<file path="src/rtl/imem_ctrl_if.sv">
// ============================================================================
//  Module   : imem_ctrl_if
//  Purpose  : Bundle of load, fetch, debug and status signals between the
//             host/core side (master) and the instruction-memory controller
//             (slave).
//  Revision : 1.0 - initial release
// ============================================================================
`default_nettype none

interface imem_ctrl_if #(
   parameter int ADDR_W = 5,
   parameter int DATA_W = 32
);
   logic              load_start;
   logic              ld_valid;
   logic              ld_ready;
   logic [DATA_W-1:0] ld_data;
   logic              ld_last;
   logic              ld_ovf;
   logic              cpu_req;
   logic [7:0]        cpu_pc;
   logic              cpu_gnt;
   logic              cpu_valid;
   logic [DATA_W-1:0] cpu_instr;
   logic              cpu_halt;
   logic              pc_err;
   logic              dbg_req;
   logic [ADDR_W-1:0] dbg_addr;
   logic              dbg_gnt;
   logic              dbg_valid;
   logic [DATA_W-1:0] dbg_rdata;
   logic [15:0]       fetch_cnt;
   logic [1:0]        state;

   modport slave (
      input  load_start, ld_valid, ld_data, ld_last, cpu_req, cpu_pc,
             dbg_req, dbg_addr,
      output ld_ready, ld_ovf, cpu_gnt, cpu_valid, cpu_instr, cpu_halt,
             pc_err, dbg_gnt, dbg_valid, dbg_rdata, fetch_cnt, state
   );

   modport master (
      output load_start, ld_valid, ld_data, ld_last, cpu_req, cpu_pc,
             dbg_req, dbg_addr,
      input  ld_ready, ld_ovf, cpu_gnt, cpu_valid, cpu_instr, cpu_halt,
             pc_err, dbg_gnt, dbg_valid, dbg_rdata, fetch_cnt, state
   );
endinterface

`default_nettype wire

</file>
<file path="src/rtl/imem_ctrl.sv">
// ============================================================================
//  Module   : imem_ctrl
//  Purpose  : Instruction-memory controller. Owns a DEPTH-word RAM that the
//             host loads while the core is halted, then arbitrates the single
//             RAM port between core fetches (priority) and debug reads until
//             a fetched HALT_WORD stops the core.
//  Options  : DBG_STARVE_EN - when defined, debug reads denied STARVE_LIM
//             consecutive RUN cycles get a forced grant on the next cycle.
//  Revision : 1.0 - initial release
// ============================================================================
`default_nettype none

module imem_ctrl #(
   parameter int                ADDR_W     = 5,
   parameter int                DATA_W     = 32,
   parameter logic [DATA_W-1:0] HALT_WORD  = 32'h0000_007F,
   parameter int                STARVE_LIM = 8
) (
   input  logic         clk,
   input  logic         rst_n,
   imem_ctrl_if.slave   bus
);

   localparam int DEPTH  = 2 ** ADDR_W;
   localparam int SCNT_W = $clog2(STARVE_LIM + 1);
`ifdef DBG_STARVE_EN
   localparam bit STARVE_EN = 1'b1;
`else
   localparam bit STARVE_EN = 1'b0;
`endif

   typedef enum logic [1:0] {
      S_IDLE   = 2'b00,
      S_LOAD   = 2'b01,
      S_RUN    = 2'b10,
      S_HALTED = 2'b11
   } state_t;

   logic [DATA_W-1:0] mem_q [DEPTH];

   state_t            state_q;
   logic [ADDR_W:0]   wptr_q;        // extra bit marks "past the end"
   logic              ld_ovf_q;
   logic              pc_err_q;
   logic              cpu_halt_q;
   logic              cpu_valid_q;
   logic [DATA_W-1:0] cpu_instr_q;
   logic              dbg_valid_q;
   logic [DATA_W-1:0] dbg_rdata_q;
   logic [15:0]       fetch_cnt_q;
   logic [SCNT_W-1:0] scnt_q;

   logic              w_in_run;
   logic              w_force;
   logic              w_cpu_gnt;
   logic              w_dbg_gnt;
   logic              w_pc_oob;
   logic              w_we;
   logic              w_starving;
   logic [ADDR_W-1:0] w_raddr;
   logic [DATA_W-1:0] w_rdata;
   logic [DATA_W-1:0] w_fetch;

   // Arbitration: core wins in RUN unless a starved debug read is being forced
   always_comb begin
      w_in_run   = (state_q == S_RUN);
      w_force    = STARVE_EN & w_in_run & bus.dbg_req &
                   (scnt_q == SCNT_W'(STARVE_LIM));
      w_cpu_gnt  = w_in_run & bus.cpu_req & ~w_force;
      w_dbg_gnt  = bus.dbg_req &
                   ((state_q == S_IDLE) | (state_q == S_HALTED) |
                    (w_in_run & (~bus.cpu_req | w_force)));
      w_starving = STARVE_EN & w_in_run & bus.dbg_req & ~w_dbg_gnt;
      w_pc_oob   = (32'(bus.cpu_pc) >= 32'(DEPTH));
      w_raddr    = w_cpu_gnt ? bus.cpu_pc[ADDR_W-1:0] : bus.dbg_addr;
      w_rdata    = mem_q[w_raddr];
      w_fetch    = w_pc_oob ? '0 : w_rdata;
      w_we       = (state_q == S_LOAD) & bus.ld_valid & ~bus.load_start &
                   ~wptr_q[ADDR_W];
   end

   // RAM write port; contents deliberately survive reset
   always_ff @(posedge clk) begin
      if (w_we) begin
         mem_q[wptr_q[ADDR_W-1:0]] <= bus.ld_data;
      end
   end

   // Control FSM with all registered outputs
   always_ff @(posedge clk or negedge rst_n) begin
      if (!rst_n) begin
         state_q     <= S_IDLE;
         wptr_q      <= '0;
         ld_ovf_q    <= 1'b0;
         pc_err_q    <= 1'b0;
         cpu_halt_q  <= 1'b1;
         cpu_valid_q <= 1'b0;
         cpu_instr_q <= '0;
         dbg_valid_q <= 1'b0;
         dbg_rdata_q <= '0;
         fetch_cnt_q <= '0;
         scnt_q      <= '0;
      end else begin
         cpu_valid_q <= w_cpu_gnt;
         dbg_valid_q <= w_dbg_gnt;
         // Halt releases one clock after RUN is entered
         cpu_halt_q  <= (state_q != S_RUN);
         scnt_q      <= w_starving ? scnt_q + 1'b1 : '0;

         if (w_cpu_gnt) begin
            cpu_instr_q <= w_fetch;
            if (w_pc_oob) begin
               pc_err_q <= 1'b1;
            end
            if (fetch_cnt_q != 16'hFFFF) begin
               fetch_cnt_q <= fetch_cnt_q + 16'd1;
            end
         end
         if (w_dbg_gnt) begin
            dbg_rdata_q <= w_rdata;
         end

         case (state_q)
            S_IDLE, S_HALTED: begin
               if (bus.load_start) begin
                  state_q     <= S_LOAD;
                  wptr_q      <= '0;
                  ld_ovf_q    <= 1'b0;
                  pc_err_q    <= 1'b0;
                  fetch_cnt_q <= '0;
               end
            end
            S_LOAD: begin
               if (bus.load_start) begin
                  wptr_q   <= '0;
                  ld_ovf_q <= 1'b0;
               end else if (bus.ld_valid) begin
                  if (wptr_q[ADDR_W]) begin
                     ld_ovf_q <= 1'b1;
                  end else begin
                     wptr_q <= wptr_q + 1'b1;
                  end
                  if (bus.ld_last) begin
                     state_q <= S_RUN;
                  end
               end
            end
            S_RUN: begin
               // Halt on the same edge that latches the HALT_WORD fetch
               if (w_cpu_gnt && (w_fetch == HALT_WORD)) begin
                  state_q    <= S_HALTED;
                  cpu_halt_q <= 1'b1;
               end
            end
         endcase
      end
   end

   assign bus.ld_ready  = (state_q == S_LOAD);
   assign bus.ld_ovf    = ld_ovf_q;
   assign bus.cpu_gnt   = w_cpu_gnt;
   assign bus.cpu_valid = cpu_valid_q;
   assign bus.cpu_instr = cpu_instr_q;
   assign bus.cpu_halt  = cpu_halt_q;
   assign bus.pc_err    = pc_err_q;
   assign bus.dbg_gnt   = w_dbg_gnt;
   assign bus.dbg_valid = dbg_valid_q;
   assign bus.dbg_rdata = dbg_rdata_q;
   assign bus.fetch_cnt = fetch_cnt_q;
   assign bus.state     = state_q;

endmodule

`default_nettype wire

</file>
<file path="src/flat_wrapper.sv">
// flat-port wrapper written by rule: the top's interface ports become plain ports
module imem_ctrl_flat 
#(
   parameter int                ADDR_W     = 5,
   parameter int                DATA_W     = 32,
   parameter logic [DATA_W-1:0] HALT_WORD  = 32'h0000_007F,
   parameter int                STARVE_LIM = 8
)
  (clk, rst_n, bus_load_start, bus_ld_valid, bus_ld_data, bus_ld_last, bus_cpu_req, bus_cpu_pc, bus_dbg_req, bus_dbg_addr, bus_ld_ready, bus_ld_ovf, bus_cpu_gnt, bus_cpu_valid, bus_cpu_instr, bus_cpu_halt, bus_pc_err, bus_dbg_gnt, bus_dbg_valid, bus_dbg_rdata, bus_fetch_cnt, bus_state);
  imem_ctrl_if #(.ADDR_W(ADDR_W), .DATA_W(DATA_W)) bus_i ();
  input  logic clk;
  input  logic rst_n;
  input wire logic [$bits(bus_i.load_start)-1:0] bus_load_start;
  input wire logic [$bits(bus_i.ld_valid)-1:0] bus_ld_valid;
  input wire logic [$bits(bus_i.ld_data)-1:0] bus_ld_data;
  input wire logic [$bits(bus_i.ld_last)-1:0] bus_ld_last;
  input wire logic [$bits(bus_i.cpu_req)-1:0] bus_cpu_req;
  input wire logic [$bits(bus_i.cpu_pc)-1:0] bus_cpu_pc;
  input wire logic [$bits(bus_i.dbg_req)-1:0] bus_dbg_req;
  input wire logic [$bits(bus_i.dbg_addr)-1:0] bus_dbg_addr;
  output wire logic [$bits(bus_i.ld_ready)-1:0] bus_ld_ready;
  output wire logic [$bits(bus_i.ld_ovf)-1:0] bus_ld_ovf;
  output wire logic [$bits(bus_i.cpu_gnt)-1:0] bus_cpu_gnt;
  output wire logic [$bits(bus_i.cpu_valid)-1:0] bus_cpu_valid;
  output wire logic [$bits(bus_i.cpu_instr)-1:0] bus_cpu_instr;
  output wire logic [$bits(bus_i.cpu_halt)-1:0] bus_cpu_halt;
  output wire logic [$bits(bus_i.pc_err)-1:0] bus_pc_err;
  output wire logic [$bits(bus_i.dbg_gnt)-1:0] bus_dbg_gnt;
  output wire logic [$bits(bus_i.dbg_valid)-1:0] bus_dbg_valid;
  output wire logic [$bits(bus_i.dbg_rdata)-1:0] bus_dbg_rdata;
  output wire logic [$bits(bus_i.fetch_cnt)-1:0] bus_fetch_cnt;
  output wire logic [$bits(bus_i.state)-1:0] bus_state;
  assign bus_i.load_start = bus_load_start;
  assign bus_i.ld_valid = bus_ld_valid;
  assign bus_i.ld_data = bus_ld_data;
  assign bus_i.ld_last = bus_ld_last;
  assign bus_i.cpu_req = bus_cpu_req;
  assign bus_i.cpu_pc = bus_cpu_pc;
  assign bus_i.dbg_req = bus_dbg_req;
  assign bus_i.dbg_addr = bus_dbg_addr;
  assign bus_ld_ready = bus_i.ld_ready;
  assign bus_ld_ovf = bus_i.ld_ovf;
  assign bus_cpu_gnt = bus_i.cpu_gnt;
  assign bus_cpu_valid = bus_i.cpu_valid;
  assign bus_cpu_instr = bus_i.cpu_instr;
  assign bus_cpu_halt = bus_i.cpu_halt;
  assign bus_pc_err = bus_i.pc_err;
  assign bus_dbg_gnt = bus_i.dbg_gnt;
  assign bus_dbg_valid = bus_i.dbg_valid;
  assign bus_dbg_rdata = bus_i.dbg_rdata;
  assign bus_fetch_cnt = bus_i.fetch_cnt;
  assign bus_state = bus_i.state;
  imem_ctrl #(.ADDR_W(ADDR_W), .DATA_W(DATA_W), .HALT_WORD(HALT_WORD), .STARVE_LIM(STARVE_LIM)) u_core (.clk(clk), .rst_n(rst_n), .bus(bus_i));
endmodule
</file>
<file path="config.mk">
export PLATFORM = sky130hd
export DESIGN_NAME = imem_ctrl_flat
export DESIGN_NICKNAME = d
export VERILOG_FILES = /design/src/rtl/imem_ctrl_if.sv /design/src/rtl/imem_ctrl.sv /design/src/flat_wrapper.sv
export SDC_FILE = /design/constraint.sdc
export NUM_CORES = 1
export LEC_CHECK = 0
export ABC_CLOCK_PERIOD_IN_PS = 4100
export CORE_MARGIN = 5
export CORE_UTILIZATION = 24
export DETAILED_ROUTE_END_ITERATION = 10
export PLACE_DENSITY = 0.49
export SYNTH_ARGS = -nofsm -noshare
export SYNTH_HDL_FRONTEND = slang
export SYNTH_SLANG_ARGS = --single-unit
</file>
<file path="constraint.sdc">
create_clock -name clk -period 4.1 [get_ports clk]
set_input_delay 0.41 -clock clk [delete_from_list [all_inputs] [get_ports clk]]
set_output_delay 0.41 -clock clk [all_outputs]
set_load 0.01 [all_outputs]
</file>
### Word level (Yosys, flattened, before mapping)

Memory sizes are Yosys's and may differ from the RTL's.
Cells that the tools add are included.

* output and inout port bits: 90
* flip-flop bits (word level): 93
* bits of input ports: 52
* word-level logic and storage cells: 78
* bits in writable memories: 1024
* memories: 1

Memory list
* u_core.mem_q: words 32, bits a word 32, read ports 1, clocked after Yosys merged registers in 0, wr ports 1, RTL line imem_ctrl.sv:39 `logic [DATA_W-1:0] mem_q [DEPTH];`

* reduce and logical (&&, ||, !) cells: 8
* eq/ne operators: 14
* multiplexer cells: 30
* bitwise logic cells: 11
* $add $sub $neg: 2
* magnitude comparators: 1

Operators by type and width (count)
* $mux W16: 4
* $eq A32 B7 Y1 const B: 1
* $mux W32: 1
* $mux W6: 4
* $add A16 B1 Y16 const B: 1
* $ne A16 B16 Y1 const B: 1
* $mux W1: 12
* $ne A2 B2 Y1 const B: 6
* $pmux W6 S2: 1
* $mux W2: 5
* $ge A8 B6 Y1 const B: 1
* $reduce_and A4 Y1: 2
* $add A6 B1 Y6 const B: 1
* $and A1 B1 Y1: 6
* $ne A3 B3 Y1 const B: 2
* $pmux W2 S3: 1
* $mux W5: 1
* $reduce_and A5 Y1: 1
* $eq A2 B2 Y1 const B: 2
* $ne A3 B2 Y1 const B: 1
* $not A1 Y1: 3
* $reduce_and A3 Y1: 1
* $eq A2 B1 Y1 const B: 1
* $logic_not A2 Y1: 1
* 5 further kinds: 6

### Logic depth before layout (Yosys ltp)

An unclocked memory read counts as a cell.

* word-level depth: 9
* gate-level depth with buffers: 18

### Worst setup path after synthesis

No wires, ideal clock.

* kind: register to register
* start point: register u_core.state_q[0] (netlist: u_core.bus.state[0])
* end point: register u_core.state_q[0] (netlist: u_core.bus.state[0])
* setup slack: 0.795 ns
* path buffers: 3
* period minus slack after synthesis: 3.305 ns
* stages on the path, launching flop included: 16
* required time: 4.021 ns
* data arrival time: 3.225 ns
* cell sequence: dfrtp_1 > inv_1 > ha_1 > buf_4 > and3_1 > buf_4 > or2_1 > buf_2 > mux4_2 > nand2b_1 > a21oi_1 > or4_1 > and4_1 > and3_1 > o2111ai_2 > mux2i_1

* word-level cells in the longest chain between the ends: 9
* elaborated cells on any way between the ends: 18
* classes of those cells: 9 x eq/ne; 3 x mux; 1 x bitwise; 4 x reduce/logical; 1 x memory

Ends and longest elaborated chain
* from (decl): RTL line imem_ctrl.sv:41 `state_t state_q;`
* from (signal assigned): RTL line imem_ctrl.sv:92 `state_q <= S_IDLE;`
* from (signal assigned): RTL line imem_ctrl.sv:126 `state_q <= S_LOAD;`
* from (signal assigned): RTL line imem_ctrl.sv:144 `state_q <= S_RUN;`
* $eq A2 B2 Y1: RTL line imem_ctrl.sv:66, imem_ctrl.sv:123
* $and A1 B1 Y1: RTL line imem_ctrl.sv:69 `w_cpu_gnt = w_in_run & bus.cpu_req & ~w_force;`
* $mux W5: RTL line imem_ctrl.sv:75 `w_raddr = w_cpu_gnt ? bus.cpu_pc[ADDR_W-1:0] : bus.dbg_addr;`
* $mem_v2 Z32 W32
* $mux W32: RTL line imem_ctrl.sv:77 `w_fetch = w_pc_oob ? '0 : w_rdata;`
* $eq A32 B7 Y1: RTL line imem_ctrl.sv:150 `if (w_cpu_gnt && (w_fetch == HALT_WORD)) begin`
* $logic_and A1 B1 Y1: RTL line imem_ctrl.sv:150
* $ne A2 B2 Y1 (no line)
* $reduce_and A5 Y1 (no line)

Parallel ways exist; a longest one is shown, timed or not.
A chain may end at the register's enable or synchronous reset.

### Final worst setup path

Same ends and word-level chain as after synthesis.

==> flow_summary.toml <==
[placed_design]
dp_slack_ns = -0.356
dpl.hpwl_mm = 96.4
routabilityCongestion = 0.804
placed_area_mm2 = 0.0541
dp_cells = 6106
port_buffers = 141

[floorplanning]
row_count = 161
ios = 142
die_area_mm2 = 0.203
start_util_pct = 24.2
coreArea_mm2 = 0.193
die_w_um = 451
die_h_um = 451

[logic_synthesis]
netlist_instances = 3305
synth_async_sr_flop_share_pct = 8.33
synth_edf_count = 1024
ys_warn_count = 0
seq_area_frac_synth_pct = 70.9
syn_nets = 3366
synth_area_mm2 = 0.0466
synth_cell_types = 78
ys_ff_latch = 1117
synthFlopType = "edfxtp_1"
syn_avg_cell_area_um2 = 14.1

[power_and_ir_drop]
irDropWorstVdd_mv = 0.348
total_power_mw = 29.5
p_leak_nw = 19.2
powerDensity_mw_per_mm2 = 509

[timing]
fin_tns_setup_ns = 0
fmax_ghz = 0.254
post-route-period-util_pct = 96.2
setup_slack_ns = 0.155
clock_skew_ns = 0.0391
post-route-min-period_ns = 3.94
rsz0062_at_grt = "false"
drv_slew = 0
hold_viol_final = 0
setup_violations = 0
relSlewSlack_pct = 20.3
tightest_slew_ns = 1.19
worst_hold_slack_ns = 0.364

[cts]
clockRootBuffer = "clkbuf_16"
clk_latency_ns = 0.76
cts.clk_slew.worst_paths_ns = 0.06
numCtsBuffers = 114
h-tree-depth = 3
cts_buffer_depth = 3
cts_tree = "yes"
cts.sinks = 1117

[cells_and_area]
layout.cells.non_filler = 6324
design_area_mm2 = 0.0580
drive_above_1_share_pct = 16.8
nets = 3761
fillers = 19200
area_growth_pct = 24.3
utilization_pct = 30.0

[worst_setup_path]
worstPathArrival_ns = 4.54
crit_path_end_kind = "register"
crit_type = "register to register"
cp.required_ns = 4.70
critPathLaunchType = "register"
cp_max_fo = 17

[hold_path]
worstHoldPathType = "primary input to async pin"

[global_route]
grt_antenna_before_repair = 13
grt_pass1_wl_mm = 224
grt_start_max_net_pins = 64
grt_overflow = 0
grt_use_total_pct = 15.1
grt_pass1_vias = 30000

[drt]
wl_mm = 158
drt_iter0_drc = 2431
num_vias = 30400
post-route-drc-count = 0
vias_per_cell = 4.81
dr.pass1.iters = 5
wl_per_cell_um = 25.0
ant_nets = 0

[run_status]
outcome = "complete, no violations"

[job]
cap_violations = 0
==> state kept, by name (all words and copies together) (netlist names) <==
register              cells
u_core.mem_q           1024
u_core.bus.cpu_instr     32
u_core.bus.dbg_rdata     32
u_core.bus.fetch_cnt     16
u_core.wptr_q             6
u_core.bus.state          2
u_core.bus.cpu_halt       1
u_core.bus.cpu_valid      1
u_core.bus.dbg_valid      1
u_core.bus.ld_ovf         1
u_core.bus.pc_err         1
==> cells by family after synthesis <==
| family | count (synthesis) | share of synthesized area, % |
|---|---|---|
| DFF | 1117 | 70.9 |
| buffers and inverters | 246 | 2.74 |
| muxes | 249 | 5.51 |
| and+or+nand+nor | 993 | 9.95 |
| AOI/OAI and AO/OA | 682 | 10.5 |
| xor gates and xnor gates | 9 | 0.169 |
| adders and majority gates | 9 | 0.241 |
==> cell usage after synthesis (13+ instances only) <==
cell / instances / area (µm²)
nor4_1: 14 / 87.6
mux2_2: 14 / 158
a21oi_1: 53 / 265
a211oi_1: 19 / 143
dfrtp_1: 92 / 2300
buf_6: 14 / 158
clkbuf_1: 81 / 304
o21ai_0: 108 / 541
buf_2: 86 / 430
a41oi_1: 40 / 350
o211ai_1: 257 / 1930
nor3_1: 34 / 170
a22o_1: 13 / 114
edfxtp_1: 1024 / 30700
nand4_1: 20 / 125
buf_1: 18 / 67.6
nand3_1: 132 / 661
a32oi_1: 83 / 727
nor2_1: 106 / 398
and3_1: 23 / 144
mux2i_1: 230 / 2300
nand2_1: 472 / 1770
or4_1: 13 / 97.6
buf_4: 38 / 285
a31oi_1: 61 / 382
nand2b_1: 133 / 832
==> cell usage in the layout (no fill, tap or decap), types with 9 or more instances in the layout <==
master / n
a32oi_1: 83
nand4_1: 20
a41oi_1: 39
a21oi_1: 52
or4_1: 13
nor2_4: 33
clkbuf_1: 23
clkinv_2: 19
dfrtp_1: 92
edfxtp_1: 1024
ha_1: 9
clkdlybuf4s50_1: 138
clkbuf_8: 10
buf_4: 291
nand2_1: 470
mux2i_1: 229
o211ai_1: 257
mux2_2: 14
nand2b_1: 133
nor4_1: 10
nor2_1: 74
a211oi_1: 19
clkinv_1: 21
o21ai_0: 108
nand3_1: 131
buf_12: 77
and3_1: 22
a31oi_1: 60
clkbuf_16: 117
a22o_1: 13
nor3_1: 34
==> routing by layer <==
metal | GRT usage [%] | part of all wire (%) | wire length (µm) | vias up
met5 | 0 | 0.027 | 42 | -
met4 | 4.69 | 3.2 | 5010 | 6
met3 | 2.16 | 4.6 | 7220 | 236
met2 | 27.0 | 51 | 81200 | 839
met1 | 18.7 | 41 | 64800 | 15700
li1 | - | - | - | 13600
==> power by group <==
part | total, mW | switching [mW] | internal [mW]
Clock | 10.4 | 4.52 | 5.88
Combinational | 6.11 | 3.57 | 2.55
Sequential | 13.0 | 0.228 | 12.8
Total | 29.5 | 8.31 | 21.2
==> worst paths after layout <==
kind | slack, ns | from | depth (start not counted) | endpoint
hold reg to reg | 0.48 | u_core.bus.cpu_instr[4]$_DFFE_PN0N_ | 2 | u_core.bus.cpu_instr[4]$_DFFE_PN0N_
setup / recovery | 0.16 | u_core.bus.state[0]$_DFFE_PN0P_ | 17 | u_core.bus.state[0]$_DFFE_PN0P_
max in group asynchronous | 2.80 | rst_n | 3 | u_core.bus.fetch_cnt[0]$_DFF_PN0_
min in group clk | 0.48 | u_core.bus.cpu_instr[4]$_DFFE_PN0N_ | 2 | u_core.bus.cpu_instr[4]$_DFFE_PN0N_
setup reg to reg | 0.16 | u_core.bus.state[0]$_DFFE_PN0P_ | 17 | u_core.bus.state[0]$_DFFE_PN0P_
hold / removal | 0.36 | rst_n | 2 | u_core.bus.ld_ovf$_DFFE_PN0P_
==> timing repair <==
item | CTS | global route
hold buffers | 1 | 0
resized for setup | 4 | 14
buffers inserted | 0 | 2
endpoints found under the setup margin | 3 | 3
pin swaps | 0 | 2
endpoints found under the hold margin | 44 | 0
cloned | 0 | 1
==> worst max-delay path, cell delays in order (launching register included) <==
cell       delay (ns)
dfrtp_1          0.37
inv_1            0.09
ha_1             0.23
buf_12           0.18
a21bo_2          0.25
buf_4            0.16
nand2_4          0.12
buf_4            0.17
a2111oi_0        0.49
a2111oi_2        0.09
buf_4            0.15
a221oi_1         0.29
a31o_2           0.18
and4_1           0.29
and3_1           0.21
buf_4            0.15
o2111ai_4        0.16
mux2i_1          0.17
==> cell type report <==
cell class	instances	area, µm²	share of cell area (%)
clock buffers	149	3130	5.39
flip-flops and latches	1117	33100	57.0
well taps	2526	3160	5.45
inverters	9	41.3	0.0712
repair buffers	516	5240	9.03
diodes	3	7.51	0.0129
multi-input cells	1942	12700	22.0
clock inverters	62	597	1.03
Note: power is estimated with default switching activity, not from simulation.
